--- src/rtl/cnn_pkg.sv ---
// cnn_pkg: shared constants and types for the CNN tile scheduler
package cnn_pkg;
  localparam int BUFFER_WIDTH = 16;
  localparam int BUFFER_DEPTH = 8;
  localparam int BUFFER_SIZE  = BUFFER_WIDTH * BUFFER_DEPTH;
  localparam int TILE_BYTES   = BUFFER_SIZE * 4;
  typedef enum logic [2:0] {IDLE, LOAD, RUN, FINAL, DRAIN, DONE} sched_state_e;
  typedef enum logic {SRC_BUF, SRC_WB} icb_src_e;
endpackage

--- src/rtl/cnn_icb_arb.sv ---
// cnn_icb_arb: round-robin ICB command arbiter with in-order ID FIFO and response router
module cnn_icb_arb
  import cnn_pkg::*;
#(
  parameter int OUTSTANDING = 4
) (
  input  logic        clk,
  input  logic        rst_n,
  input  logic        buf_en,
  input  logic        buf_cmd_valid,
  output logic        buf_cmd_ready,
  input  logic [31:0] buf_cmd_addr,
  output logic        buf_rsp_valid,
  output logic [31:0] buf_rsp_rdata,
  input  logic        wb_cmd_valid,
  output logic        wb_cmd_ready,
  input  logic [31:0] wb_cmd_addr,
  input  logic [31:0] wb_cmd_wdata,
  output logic        wb_rsp_valid,
  output logic        nice_icb_cmd_valid,
  input  logic        nice_icb_cmd_ready,
  output logic [31:0] nice_icb_cmd_addr,
  output logic        nice_icb_cmd_read,
  output logic [31:0] nice_icb_cmd_wdata,
  input  logic        nice_icb_rsp_valid,
  input  logic [31:0] nice_icb_rsp_rdata,
  output logic        nice_icb_rsp_ready,
  output logic        fifo_empty
);
  localparam int AW = $clog2(OUTSTANDING);
  logic [OUTSTANDING-1:0] id_q;
  logic [AW-1:0] wp, rp;
  logic [AW:0] cnt;
  icb_src_e rr_last;
  logic pop, push, block, bv, grant_buf, grant_wb, head;
  assign fifo_empty = cnt == '0;
  assign pop = nice_icb_rsp_valid && !fifo_empty;
  // a response retiring this cycle frees a slot for the command presented now
  assign block = cnt == (AW+1)'(OUTSTANDING) && !pop;
  assign bv = buf_en && buf_cmd_valid;
  assign grant_buf = !block && bv && (!wb_cmd_valid || rr_last == SRC_WB);
  assign grant_wb = !block && wb_cmd_valid && !grant_buf;
  assign nice_icb_cmd_valid = grant_buf || grant_wb;
  assign nice_icb_cmd_addr = grant_buf ? buf_cmd_addr : grant_wb ? wb_cmd_addr : '0;
  assign nice_icb_cmd_read = grant_buf;
  assign nice_icb_cmd_wdata = grant_wb ? wb_cmd_wdata : '0;
  assign buf_cmd_ready = grant_buf && nice_icb_cmd_ready;
  assign wb_cmd_ready = grant_wb && nice_icb_cmd_ready;
  assign push = nice_icb_cmd_valid && nice_icb_cmd_ready;
  assign head = id_q[rp];
  assign buf_rsp_valid = pop && head;
  assign buf_rsp_rdata = buf_rsp_valid ? nice_icb_rsp_rdata : '0;
  assign wb_rsp_valid = pop && !head;
  assign nice_icb_rsp_ready = 1'b1;
  always_ff @(posedge clk or negedge rst_n) begin
    if (!rst_n) begin
      id_q <= '0;
      wp <= '0;
      rp <= '0;
      cnt <= '0;
      rr_last <= SRC_WB;
    end else begin
      if (push) begin
        id_q[wp] <= grant_buf;
        wp <= wp + 1'b1;
        rr_last <= grant_buf ? SRC_BUF : SRC_WB;
      end
      if (pop) rp <= rp + 1'b1;
      cnt <= cnt + (AW+1)'(push) - (AW+1)'(pop);
    end
  end
  a_rsp_on_empty: assert property (@(posedge clk) disable iff (!rst_n) !(nice_icb_rsp_valid && fifo_empty));
endmodule

--- src/rtl/cnn_tile_sched.sv ---
// cnn_tile_sched: walks the window buffer across tiles and owns the NICE ICB channel
module cnn_tile_sched
  import cnn_pkg::*;
#(
  parameter int BUFFER_WIDTH = 16,
  parameter int BUFFER_DEPTH = 8,
  parameter int OUTSTANDING  = 4,
  parameter int TILE_CNT_W   = 8
) (
  input  logic                  clk,
  input  logic                  rst_n,
  input  logic                  cfg_start,
  input  logic                  cfg_abort,
  input  logic [31:0]           cfg_base_addr,
  input  logic [TILE_CNT_W-1:0] cfg_num_tiles,
  output logic                  busy,
  output logic                  done,
  output logic                  aborted,
  output logic                  buf_req,
  output logic [31:0]           buf_req_addr,
  output logic                  buf_req_final,
  input  logic                  buf_cmd_valid,
  output logic                  buf_cmd_ready,
  input  logic [31:0]           buf_cmd_addr,
  output logic                  buf_rsp_valid,
  output logic [31:0]           buf_rsp_rdata,
  input  logic                  buf_window_finish,
  input  logic                  wb_cmd_valid,
  output logic                  wb_cmd_ready,
  input  logic [31:0]           wb_cmd_addr,
  input  logic [31:0]           wb_cmd_wdata,
  output logic                  wb_rsp_valid,
  output logic                  nice_icb_cmd_valid,
  input  logic                  nice_icb_cmd_ready,
  output logic [31:0]           nice_icb_cmd_addr,
  output logic                  nice_icb_cmd_read,
  output logic [31:0]           nice_icb_cmd_wdata,
  input  logic                  nice_icb_rsp_valid,
  input  logic [31:0]           nice_icb_rsp_rdata,
  output logic                  nice_icb_rsp_ready
);
  localparam int BUF_SIZE = BUFFER_WIDTH * BUFFER_DEPTH;
  localparam int RW = $clog2(BUF_SIZE) + 1;
  localparam logic [31:0] TILE_STRIDE = 32'(BUF_SIZE * 4);
  sched_state_e state, state_nxt;
  logic [TILE_CNT_W-1:0] tile_idx, last_idx;
  logic [31:0] base;
  logic [RW-1:0] rd_cnt;
  logic aborted_r, run_seen, fifo_empty, buf_en, abort_hit, tile_done;
  assign busy = state inside {LOAD, RUN, FINAL, DRAIN};
  assign done = state == DONE;
  assign aborted = done && aborted_r;
  assign buf_req = state == LOAD;
  assign buf_req_addr = buf_req ? base + 32'(tile_idx) * TILE_STRIDE : '0;
  assign buf_req_final = state == FINAL;
  assign abort_hit = cfg_abort && busy;
  assign buf_en = state == RUN && !aborted_r && !cfg_abort;
  // the buffer drops finish on the req edge, so the first RUN cycle still sees the stale level
  assign tile_done = run_seen && buf_window_finish && rd_cnt == RW'(BUF_SIZE);
  always_comb begin
    state_nxt = state;
    case (state)
      IDLE:    state_nxt = cfg_start ? LOAD : IDLE;
      LOAD:    state_nxt = abort_hit ? FINAL : RUN;
      RUN:     state_nxt = (abort_hit || tile_done) ? FINAL : RUN;
      FINAL:   state_nxt = (abort_hit || aborted_r || tile_idx == last_idx) ? DRAIN : LOAD;
      DRAIN:   state_nxt = (fifo_empty && !wb_cmd_valid) ? DONE : DRAIN;
      DONE:    state_nxt = IDLE;
      default: state_nxt = IDLE;
    endcase
  end
  always_ff @(posedge clk or negedge rst_n) begin
    if (!rst_n) begin
      state <= IDLE;
      tile_idx <= '0;
      last_idx <= '0;
      base <= '0;
      rd_cnt <= '0;
      aborted_r <= 1'b0;
      run_seen <= 1'b0;
    end else begin
      state <= state_nxt;
      run_seen <= state == RUN;
      rd_cnt <= buf_req ? '0 : rd_cnt + RW'(buf_rsp_valid);
      if (state == IDLE && cfg_start) begin
        base <= cfg_base_addr;
        last_idx <= cfg_num_tiles == '0 ? '0 : cfg_num_tiles - 1'b1;
        tile_idx <= '0;
        aborted_r <= 1'b0;
      end
      if (abort_hit) aborted_r <= 1'b1;
      if (state == FINAL && state_nxt == LOAD) tile_idx <= tile_idx + 1'b1;
    end
  end
  cnn_icb_arb #(.OUTSTANDING(OUTSTANDING)) u_arb (
    .clk                (clk),
    .rst_n              (rst_n),
    .buf_en             (buf_en),
    .buf_cmd_valid      (buf_cmd_valid),
    .buf_cmd_ready      (buf_cmd_ready),
    .buf_cmd_addr       (buf_cmd_addr),
    .buf_rsp_valid      (buf_rsp_valid),
    .buf_rsp_rdata      (buf_rsp_rdata),
    .wb_cmd_valid       (wb_cmd_valid),
    .wb_cmd_ready       (wb_cmd_ready),
    .wb_cmd_addr        (wb_cmd_addr),
    .wb_cmd_wdata       (wb_cmd_wdata),
    .wb_rsp_valid       (wb_rsp_valid),
    .nice_icb_cmd_valid (nice_icb_cmd_valid),
    .nice_icb_cmd_ready (nice_icb_cmd_ready),
    .nice_icb_cmd_addr  (nice_icb_cmd_addr),
    .nice_icb_cmd_read  (nice_icb_cmd_read),
    .nice_icb_cmd_wdata (nice_icb_cmd_wdata),
    .nice_icb_rsp_valid (nice_icb_rsp_valid),
    .nice_icb_rsp_rdata (nice_icb_rsp_rdata),
    .nice_icb_rsp_ready (nice_icb_rsp_ready),
    .fifo_empty         (fifo_empty)
  );
endmodule
--- config.mk ---
export PLATFORM = sky130hd
export DESIGN_NAME = cnn_tile_sched
export DESIGN_NICKNAME = d
export VERILOG_FILES = /design/src/rtl/cnn_pkg.sv /design/src/rtl/cnn_icb_arb.sv /design/src/rtl/cnn_tile_sched.sv
export SDC_FILE = /design/constraint.sdc
export NUM_CORES = 1
export LEC_CHECK = 0
export ABC_CLOCK_PERIOD_IN_PS = 5200
export CAP_MARGIN = 20
export CORE_AREA = 3 3 123 125
export DETAILED_ROUTE_END_ITERATION = 10
export DIE_AREA = 0 0 126 128
export PLACE_DENSITY = 0.78
export RECOVER_POWER = 25
export SYNTH_ARGS = -nofsm -noshare
export SYNTH_HDL_FRONTEND = slang
export SYNTH_SLANG_ARGS = --single-unit
--- constraint.sdc ---
create_clock -name clk -period 5.2 [get_ports clk]
set_input_delay 1.04 -clock clk [delete_from_list [all_inputs] [get_ports clk]]
set_output_delay 1.04 -clock clk [all_outputs]
set_load 0.005 [all_outputs]
# == Word-level counts from Yosys, hierarchy flattened ==
# Cells that the tools add are included.
# totals
elab_cells,96
in_bits,177
output_inout_bits,140
register_bits,73
# op_classes
eq_ne,9
n_addsub,8
n_mux,23
n_lt_le_gt_ge,3
n_reduce_logical,41
# ops
cell,n
32-bit 2-to-1 mux,5
32-bit by 17-bit adder with 32-bit output,1
8-bit 2-to-1 mux,4
1-bit logical AND,22
3-bit case mux with 5 select lines,1
3-bit equality test (second input constant),3
1-bit 2-to-1 mux,9
8-bit by 1-bit adder with 8-bit output,1
8-bit by 1-bit adder with 8-bit output (second input constant),1
8-bit equality test,1
8-bit equality test (second input constant),1
1-bit zero test,8
8-bit zero test,1
8-bit by 1-bit subtractor with 8-bit output (second input constant),1
3-bit by 1-bit equality test with 1-bit output (second input constant),2
3-bit by 2-bit equality test with 1-bit output (second input constant),2
3-bit zero test,2
2-bit by 3-bit < comparator with 1-bit output (second input constant),2
1-bit logical OR,5
2-bit by 1-bit adder with 2-bit output (second input constant),2
4-bit bitwise mux,1
2-bit nonzero test,2
4-bit nonzero test,1
3-bit by 1-bit adder with 3-bit output,1
5 further kinds,5

# == Depth between registers and ports, before layout ==
# logic_depth
ltp_word,14
ltp_mapped,9
depth_no_buf,8

# == By module ==
# A second synthesis with hierarchy kept.
# hier_totals
cells_unflattened,688
hier_area_um2,5482.8
# by_module_without_submodules
mod,n_inst,area_each_um2,cells_per_inst,seq_area_each_um2
cnn_tile_sched,1,3677.3,432,1526.5
cnn_icb_arb,1,1805.5,256,301.5

# == Least setup slack after synthesis ==
# Ideal clock, no wire load.
# synth_timing
kind,input port to output port
startpoint,in nice_icb_rsp_valid
endpoint,out nice_icb_cmd_addr[23]
stages,5
required_ps,4160
arrival_time_ps,2223
n_path_buf,2
slack_ps,1937
path_cell_list,or4b_1 > and2_1 > buf_2 > buf_4 > a22o_1
# synth_via
elab_chain_len,10
word_cells_on_any_way,11
classes_between,mux: 2; reduce/logical: 9
# synth_rtl
item,line,rtl
"start, declared",cnn_tile_sched.sv:38,"input logic nice_icb_rsp_valid,"
1-bit logical AND (*),cnn_icb_arb.sv:37,assign pop = nice_icb_rsp_valid && !fifo_empty;
1-bit zero test (*),cnn_icb_arb.sv:39,assign block = cnt == (AW+1)'(OUTSTANDING) && !pop;
1-bit logical AND (*),cnn_icb_arb.sv:39,
1-bit zero test (*),cnn_icb_arb.sv:41,assign grant_buf = !block && bv && (!wb_cmd_valid || rr_last == SRC_WB);
1-bit logical AND (*) (2 in a row),cnn_icb_arb.sv:41,
via nice_icb_cmd_read,cnn_tile_sched.sv:36,"output logic nice_icb_cmd_read,"
1-bit zero test,cnn_icb_arb.sv:42,assign grant_wb = !block && wb_cmd_valid && !grant_buf;
1-bit logical AND,cnn_icb_arb.sv:42,
32-bit 2-to-1 mux,cnn_icb_arb.sv:44,assign nice_icb_cmd_addr = grant_buf ? buf_cmd_addr : grant_wb ? wb_cmd_addr : '0;
32-bit 2-to-1 mux (*),cnn_icb_arb.sv:44,
"end, declared",cnn_tile_sched.sv:35,"output logic [31:0] nice_icb_cmd_addr,"
# Mark *: on every way through the listed nets, which the timed path passes. The rest lies on a longest branch.

# == Worst setup path in the final report ==
# layout_timing
startpoint,in cfg_abort
endpoint,out nice_icb_cmd_addr[15]
# layout_via
elab_chain_len,9
# layout_rtl
item,line,rtl
"start, declared",cnn_tile_sched.sv:13,"input logic cfg_abort,"
1-bit zero test (*),cnn_tile_sched.sv:57,assign buf_en = state == RUN && !aborted_r && !cfg_abort;
1-bit logical AND (*),cnn_tile_sched.sv:57,
1-bit logical AND (*),cnn_icb_arb.sv:40,assign bv = buf_en && buf_cmd_valid;
1-bit logical AND (*) (2 in a row),cnn_icb_arb.sv:41,
1-bit zero test,cnn_icb_arb.sv:42,
1-bit logical AND,cnn_icb_arb.sv:42,
32-bit 2-to-1 mux,cnn_icb_arb.sv:44,
32-bit 2-to-1 mux (*),cnn_icb_arb.sv:44,
# Every way passes the cells marked *; elsewhere a longest branch is shown, timed or not.

==> results.json <==
{
  "power_leakage_uw": 0.003814,
  "cts_tree": "built",
  "timing.rr.end": "u_arb.cnt[2]",
  "hold_ws_ns": 0.4670,
  "netlist_instances": 606,
  "min_path_cells": 2,
  "start_util": 0.3643,
  "skew_ns": 0.01028,
  "hp-class": "flop to flop",
  "worst_slew_pin_slew_ns": 2.462,
  "critical_path_class": "primary input to output port",
  "p_seq_frac": 0.315,
  "p_per_area_nw_per_um2": 356.4,
  "cts_buffers": 9,
  "cts_resized": 0,
  "area_growth_pct": 70.17,
  "drv_cap": 2,
  "drc": 0,
  "avgSynthCellArea_sq_um": 8.409,
  "grt_pass1_vias": 5274,
  "worstHoldEndpoint": "base[6]",
  "rsz0062_at_grt": "false",
  "synth_seq_cells": 73,
  "end_kind": "output port",
  "drtAntennaViolNets": 0,
  "worst-path-max-fanout": 33,
  "setup.worst_path.start_class": "primary input",
  "setup_violations": 0,
  "hp-start": "base[6]",
  "core_area_sq_um": 13990,
  "via_per_inst": 5.069,
  "synthDistinctLibCells": 56,
  "run_status": "finished with violations",
  "synthTopCellsByCount": "nand2_1, dfrtp_1, and2_1",
  "clock_power_share": 0.220,
  "grt_pass1_wl_mm": 32.57,
  "placed_cells": 1072,
  "rows": 43,
  "synth_most_common_cell": "nand2_1",
  "clock_sinks": 73,
  "dp_slack_ns": 0.7008,
  "path_clk_slew_ns": 0.06,
  "layout_setup_ws_ns": 0.7095,
  "drive_gt1_frac": 0.04185,
  "fin_cells": 1091,
  "ir_worst_vdd_mv": 0.2300,
  "drt_iter0_markers": 328,
  "antenna_found_initial": 3,
  "failed_checks": "max-capacitance violations, max-slew violations",
  "reg2reg_slack_ns": 2.52,
  "htreeDepth": 3,
  "post-route-period-util": 0.8636,
  "finalNetCount": 1100,
  "grt.total_usage": 0.2658,
  "switching_share": 0.3645,
  "synth_nets": 803,
  "synth_enable_flop_cells": 0,
  "grt-ovfl-total": 0,
  "fillCellCount": 1190,
  "clock_path_buffers": 2,
  "ys_warn_count": 0,
  "setup_tns_ns": 0,
  "dp_hpwl_mm": 18.18,
  "final.min_clock_period_ns": 4.491,
  "clk_latency_ns": 0.34,
  "dr_total_vias": 5530,
  "pwr-share-comb": 0.465,
  "maxSlewViolCount": 76,
  "ys_seq_area_frac": 0.3587,
  "p_int_uw": 1964,
  "place_congestion": 0.9557,
  "cts-root-buf": "clkbuf_16",
  "async_flop_share": 1.000,
  "routedWlPerCell_um": 20.18,
  "first_pass_iters": 7,
  "max_freq_mhz": 222.7,
  "port_buffers": 315,
  "synth_top_area_share": 0.3535,
  "hold_violations": 0,
  "grt_max_degree": 47,
  "dieArea_sq_um": 16130,
  "cts_setup_buffers": 0,
  "p_sw_uw": 1127,
  "cp.arrival_ns": 3.45,
  "holdBufCountCts": 0,
  "ioPinCount": 317,
  "synth.area.top_cells": "dfrtp_1, nand2_1, a22o_1",
  "reg2reg_depth": 8,
  "finalWirelength_mm": 22.02,
  "die_x_um": 126,
  "synth_ff_type": "dfrtp_1",
  "finalPower_uw": 3091,
  "worstReg2RegStart": "u_arb.cnt[1]",
  "yosys.area.top_type": "dfrtp_1",
  "die_y_um": 128,
  "synth.cell_area_sq_um": 5096,
  "slew_headroom": -0.6411,
  "critical_path_required_ns": 4.16
}
[layer usage]
layer / vias up / share of wire / track usage
li1: 2682 / - / -
met1: 2585 / 0.41 / 0.3443
met2: 238 / 0.49 / 0.4557
met3: 23 / 0.081 / 0.06000
met4: 2 / 0.016 / 0.05931
met5: - / 0.00077 / 0
[how the worst max path moves through the flow]
| stage | start | end | slack, ns | depth (start not counted) |
|---|---|---|---|---|
| detailed placement | wb_cmd_valid | nice_icb_cmd_addr[15] | 0.70 | 7 |
| finish | cfg_abort | nice_icb_cmd_addr[15] | 0.71 | 7 |
| global placement | wb_cmd_valid | nice_icb_cmd_addr[9] | 0.76 | 7 |
| global route | rst_n | rd_cnt[0] | 0.28 | 2 |
| CTS | wb_cmd_valid | nice_icb_cmd_addr[15] | 0.70 | 7 |
| floorplan | nice_icb_rsp_valid | nice_icb_cmd_addr[23] | 1.94 | 5 |
[cell type report]
class,instances,area (sq um),area share
Clock buffer,10,239.0,0.02756
Inverter,17,63.81,0.007358
Tap cell,180,225.2,0.02597
Antenna cell,3,7.507,0.0008657
Timing Repair Buffer,321,3192,0.3681
Clock inverter,6,90.09,0.01039
Sequential cell,73,1828,0.2108
Multi-Input combinational cell,481,3027,0.3490
[sequential cells by signal, indices dropped and copies added, names as in the netlist, 2 cells and up]
register and count:
tile_idx 8, state 3, last_idx 8, u_arb.cnt 3, u_arb.rp 2, u_arb.wp 2, u_arb.id_q 4, rd_cnt 8
base 32
[worst max-delay path, stage by stage]
cell and delay (ns):
dlygate4sd3_1 0.56, nor2_1 0.05, and4_1 0.24, nor2_4 0.46, buf_4 0.41, a22o_1 0.19
clkdlybuf4s50_1 0.50
[layout by cell type (no fill, tap or decap), drive strengths merged, types with 14 or more instances in the layout]
| cell | n |
|---|---|
| and3 | 39 |
| a22o | 37 |
| xor2 | 22 |
| ha | 18 |
| inv | 18 |
| o21ai | 25 |
| clkdlybuf4s50 | 312 |
| and2 | 48 |
| nand3 | 21 |
| nand2 | 127 |
| nor2 | 31 |
| dfrtp | 72 |
| xnor2 | 14 |
[metrics by stage]
step | area [sq um] | utilization
floorplan | 5096 | -
global placement | 8349 | 0.5969
detailed placement | 8361 | 0.5977
CTS | 8690 | 0.6212
global route | 8670 | 0.6198
finish | 8672 | 0.6199
[logic make-up (layout without fill, tap and decap cells)]
kind of cell,count (synthesis),after routing,synth area share
adders and majority gates,20,20,0.05205
buffers and inverters,52,354,0.04665
DFF,73,73,0.3587
muxes,10,10,0.02234
and+or+nand+nor,313,313,0.3135
AOI/OAI and AO/OA,101,101,0.1441
other,1,4,0.0007359
xor gates and xnor gates,36,36,0.06187
[power groups by stage]
stage | registers, uW | clock network, uW | logic (uW)
floorplan | 924 | 0 | 791
global placement | 976 | 0 | 1400
detailed placement | 983 | 0 | 1440
CTS | 978 | 691 | 1450
global route | 1000 | 715 | 1590
finish | 974 | 681 | 1440
(Power assumes the default switching activity.)
==> RTL change 1: new RTL, same settings <==
Add an input register stage for `cfg_start`, `cfg_abort`, `cfg_base_addr` and `cfg_num_tiles`, cleared by the reset; this delays them by one clock. The other inputs are not delayed to match.
--- a/src/rtl/cnn_tile_sched.sv
+++ b/src/rtl/cnn_tile_sched.sv
@@ -44,2 +44,22 @@
   localparam logic [31:0] TILE_STRIDE = 32'(BUF_SIZE * 4);
+
+  logic cfg_start_q;
+  logic cfg_abort_q;
+  logic [31:0] cfg_base_addr_q;
+  logic [TILE_CNT_W-1:0] cfg_num_tiles_q;
+
+  always_ff @(posedge clk or negedge rst_n) begin
+    if (!rst_n) begin
+      cfg_start_q     <= '0;
+      cfg_abort_q     <= '0;
+      cfg_base_addr_q <= '0;
+      cfg_num_tiles_q <= '0;
+    end else begin
+      cfg_start_q     <= cfg_start;
+      cfg_abort_q     <= cfg_abort;
+      cfg_base_addr_q <= cfg_base_addr;
+      cfg_num_tiles_q <= cfg_num_tiles;
+    end
+  end
+
   sched_state_e state, state_nxt;
@@ -55,4 +75,4 @@
   assign buf_req_final = state == FINAL;
-  assign abort_hit = cfg_abort && busy;
-  assign buf_en = state == RUN && !aborted_r && !cfg_abort;
+  assign abort_hit = cfg_abort_q && busy;
+  assign buf_en = state == RUN && !aborted_r && !cfg_abort_q;
   // the buffer drops finish on the req edge, so the first RUN cycle still sees the stale level
@@ -62,3 +82,3 @@
     case (state)
-      IDLE:    state_nxt = cfg_start ? LOAD : IDLE;
+      IDLE:    state_nxt = cfg_start_q ? LOAD : IDLE;
       LOAD:    state_nxt = abort_hit ? FINAL : RUN;
@@ -84,5 +104,5 @@
       rd_cnt <= buf_req ? '0 : rd_cnt + RW'(buf_rsp_valid);
-      if (state == IDLE && cfg_start) begin
-        base <= cfg_base_addr;
-        last_idx <= cfg_num_tiles == '0 ? '0 : cfg_num_tiles - 1'b1;
+      if (state == IDLE && cfg_start_q) begin
+        base <= cfg_base_addr_q;
+        last_idx <= cfg_num_tiles_q == '0 ? '0 : cfg_num_tiles_q - 1'b1;
         tile_idx <= '0;
Check against the original RTL: not equivalent (Yosys sat finds a counterexample within 4 cycles, from zero or initial values and one cycle with rst_n low).
==> RTL change 1 against the unedited design <==
- count of clock-buffer cells in the layout rose by 8
- area after synthesis rose by 23%
- final cell count grew 5.9%
- worst setup slack improved by 95 ps
- critical endpoint is now buf_req_addr[31]
- power rose by 29%
- routed wire length up 2.5%
- cell area is 17% higher
- maximum frequency is 2.2% higher
- largest cell class unchanged
- sequential cell count grew 42
==> RTL change 1: results (changes against the unedited design) <==
power_and_ir_drop:
  sw_frac_of_total: 0.336  # -0.0284
  ir_worst_vdd_v: 0.000255  # +11%
  powerSeq_mw: 1.33  # +37%
  p_per_area_nw_per_um2: 395  # +11%
final_layout:
  fill_cells: 1054  # -11%
  drive_gt1_frac: 0.0606  # +0.0188
  num-nonclk-inverters: 15  # -2
  area_share_nonclk_buffers: 0.318  # -0.0503
  num-nets-final: 1157  # +5.2%
  seq_area_frac: 0.284  # +0.0736
  multi_input_area_share: 0.308  # -0.0410
  n_antenna_cell: 2  # -1
  num-multi-input-gates: 491  # +2.1%
critical_path:
  r2r_slack_ps: 2510  # about the same
  startpoint: "tile_idx[0]$_DFFE_PN0P_"
  crit_fanout: 7  # -79%
  worst-endpoint-arrival_ps: 3360  # -90 ps
  endpoint: "buf_req_addr[31]"
run_status:
  status: "complete, no violations"
global_routing:
  grt_pass1_vias: 5902  # +12%
  grt_first_pass_wirelength_um: 34400  # +5.5%
  grt_max_degree: 86  # +83%
synthesis:
  synth-adder-area-share: 0.0423  # -0.00977
  netlist_instances: 656  # +8.3%
  yosysSeqAreaShare: 0.459  # +0.100
  ys_types: 65  # +16%
  synth.net_count: 853  # +6.2%
  synth.area.mux_share: 0.0156  # -0.00679
  synth-xor-area-share: 0.0517  # -0.0102
place:
  pre_cts_ws_ps: 873  # +172 ps
  place_congestion: 1.00  # +5.1%
  dp_hpwl_um: 17700  # -2.5%
drt:
  vias: 5991  # +8.3%
  wl_per_cell_um: 19.5  # -3.2%
  drtPass1Iterations: 5  # -2
  drt-initial-drc-count: 375  # +14%
  postRouteWirelength_um: 22600  # +2.5%
worst_hold_path:
  hold_start: "cfg_base_addr_q[15]$_DFF_PN0_"
clocking:
  insertion_delay_ps: 410  # +70 ps
[RTL change 1: changes by cell type after synthesis, moves of 3 or more]
cell and change:
clkbuf_1 -4, o21ai_0 -6, nor4_2 -3, nor4_4 +3, nand2_1 +6, buf_4 -4, buf_6 +8, a211oi_1 -3
o21ai_1 +5, dfrtp_1 +42, nand3_1 +6
[RTL change 1: metal layers]
metal | track usage | wire length (um) | share of wire | vias to the layer above
met5 | 0 | 0 | 0 | -
li1 | - | - | - | 2851
met1 | 0.358 | 9360 | 0.41 | 2884
met4 | 0.0770 | 403 | 0.018 | 0
met2 | 0.479 | 11400 | 0.51 | 229
met3 | 0.0563 | 1410 | 0.062 | 27
[RTL change 1: worst max-delay path, stage by stage (launching register included)]
cell and delay [ps]:
dfrtp_1 460, ha_1 270, fa_1 440, a211oi_1 460, o211ai_1 370, nand4_1 230
xor2_1 80, nor2_1 90, clkdlybuf4s50_1 550
==> RTL change 2: new RTL, config.mk and constraints unchanged <==
Made on the original files. `BUFFER_DEPTH` is set to 8 in 2 places; all go to 16.
--- a/src/rtl/cnn_pkg.sv
+++ b/src/rtl/cnn_pkg.sv
@@ -3,3 +3,3 @@
   localparam int BUFFER_WIDTH = 16;
-  localparam int BUFFER_DEPTH = 8;
+  localparam int BUFFER_DEPTH = 16;
   localparam int BUFFER_SIZE  = BUFFER_WIDTH * BUFFER_DEPTH;
--- a/src/rtl/cnn_tile_sched.sv
+++ b/src/rtl/cnn_tile_sched.sv
@@ -5,3 +5,3 @@
   parameter int BUFFER_WIDTH = 16,
-  parameter int BUFFER_DEPTH = 8,
+  parameter int BUFFER_DEPTH = 16,
   parameter int OUTSTANDING  = 4,
Check against the original RTL: no difference found for any inputs over 4 cycles, from zero or initial values and one cycle with rst_n low; that may be too few to reach the edited logic, so the function may still have changed.
==> RTL change 2 against the unedited design <==
- the run still ends with max-capacitance violations, max-slew violations left
- routed wire length is 11% lower
- clock skew is 4.4 ps lower
- critical endpoint is now nice_icb_cmd_wdata[3]
- cell area is 0.17% lower
- sequential power hardly changed
- power is 2.9% lower
- area after synthesis is 0.61% higher
- final cell count is 0.37% lower
- critical path depth stayed put
- worst setup slack worse by 6.8 ps
- sequential cell count is 1 higher
==> RTL change 2: results (changes against the unedited design) <==
synthesis:
  synth-compound-area-share: 0.141  # -0.00356
  synth-xor-area-share: 0.0649  # +0.00304
  synth.net_count: 802  # -0.12%
  synth.area.mux_share: 0.0183  # -0.00404
  syn_area_per_cell_um2: 8.48  # +0.78%
  yosysSeqAreaShare: 0.361  # +0.00269
  ys_types: 64  # +14%
  synth-adder-area-share: 0.0517  # -0.000318
  synthTopCellsByArea: "dfrtp_1 36%, nand2_1 9.3%, and2_1 6.3%"
  synth_common_cells: "127 x nand2_1, 73 x dfrtp_1, 52 x and2_1"
global_routing:
  grt_max_degree: 75  # +60%
  grt.total_usage: 0.234  # -0.0321
  use_met1: 0.311  # -0.0329
  met3_usage: 0.0563  # -0.00375
  grt_first_pass_wirelength_um: 29700  # -8.7%
  grt_use_met2: 0.379  # -0.0767
  grt_pass1_vias: 5179  # -1.8%
  antenna_found_initial: 2  # -1
place:
  placement.cell_area_um2: 8350  # -0.10%
  place_congestion: 0.894  # -6.5%
  portBuffers: 315  # unchanged
  pre_cts_ws_ps: 701  # +0.0140 ps
  dp_hpwl_um: 15800  # -13%
  dp_cells: 1069  # -0.28%
drt:
  drtPass1Iterations: 4  # -3
  dr_wl_met3_um: 1340  # -25%
  top_layer: "met5"
  wl_met2_um: 9200  # -15%
  vias: 5373  # -2.8%
  viasPerCell: 4.94  # -2.5%
  wl_met1_um: 8600  # -5.3%
  postRouteWirelength_um: 19600  # -11%
  drt-initial-drc-count: 409  # +25%
sta:
  maxSlewViolCount: 75  # -1.3%
  fin_skew_ps: 5.89  # -4.38 ps
  slew_headroom: -0.222  # +0.419
clocking:
  cts.path.max_buffers: 2  # unchanged
  postCtsSetupRepairBufs: 0  # unchanged
  cts-root-buf: "clkbuf_16"
  cts-buffers-inserted: 9  # unchanged
  insertion_delay_ps: 320  # -20 ps
  clk_pin_slew_ps: 50
power_and_ir_drop:
  p_leak_nw: 3.84  # +0.65%
  ir_worst_vdd_v: 0.000232  # +0.84%
final_layout:
  fill_cells: 1209  # +1.6%
  top_register: "base"
  drive_gt1_frac: 0.0430  # +0.00120
  regArea_um2: 1850  # +1.4%
critical_path:
  worst-endpoint-arrival_ps: 3460  # about the same
  crit_fanout: 38  # +15%
run_status:
  violations: "max-capacitance violations, max-slew violations"
  status: "finished with violations"
flow_run:
  max_cap_viol_count: 1  # -1
-- RTL change 2: cell count changes in the layout (fill, tap and decap cells not counted), sizes merged, moves of 4 or more --
cell   change
nor2b      -4
o21ai      -5
nor3b      +4
and2       +5
or3        -5
-- RTL change 2: logic make-up after synthesis --
family                   Yosys count
AND/OR/NAND/NOR                  318
flip-flops                        74
adder cells (fa/ha/maj)           20
other                              1
XOR/XNOR                          38
buffers and inverters             50
AO/OA/AOI/OAI                     96
multiplexers                       8
-- RTL change 2: final timing paths --
path	from	to	slack, ps	cells past startpoint
hold reg to reg	base[7]$_DFFE_PN0P_	base[7]$_DFFE_PN0P_	460	2
hold / removal	base[7]$_DFFE_PN0P_	base[7]$_DFFE_PN0P_	460	2
setup / recovery	cfg_abort	nice_icb_cmd_wdata[3]	700	7
setup reg to reg	u_arb.cnt[2]$_DFF_PN0_	rd_cnt[6]$_DFF_PN0_	2490	10
min in group asynchronous	rst_n	base[26]$_DFFE_PN0P_	1220	1
max in group asynchronous	rst_n	tile_idx[7]$_DFFE_PN0P_	2890	1
-- RTL change 2: critical path: stages --
cell             delay (ps)
clkdlybuf4s50_1         560
nor2_1                   60
and4_4                  210
nor2_4                  420
buf_4                   420
and2_1                  190
clkdlybuf4s50_1         520
-- RTL change 2: where the power goes --
part | internal (mW) | total (mW) | switching [mW]
Clock | 0.372 | 0.611 | 0.239
Sequential | 0.787 | 0.972 | 0.185
Combinational | 0.752 | 1.42 | 0.666
-- RTL change 2: cell type report --
| type | instances | share of cell area |
|---|---|---|
| antenna | 1 | 0.000289 |
| clock buffer | 10 | 0.0264 |
| clock inverter | 6 | 0.00780 |
| inverter | 15 | 0.00650 |
| multi-input combinational | 481 | 0.350 |
| sequential | 74 | 0.214 |
| tap | 180 | 0.0260 |
| timing repair buffer | 320 | 0.368 |
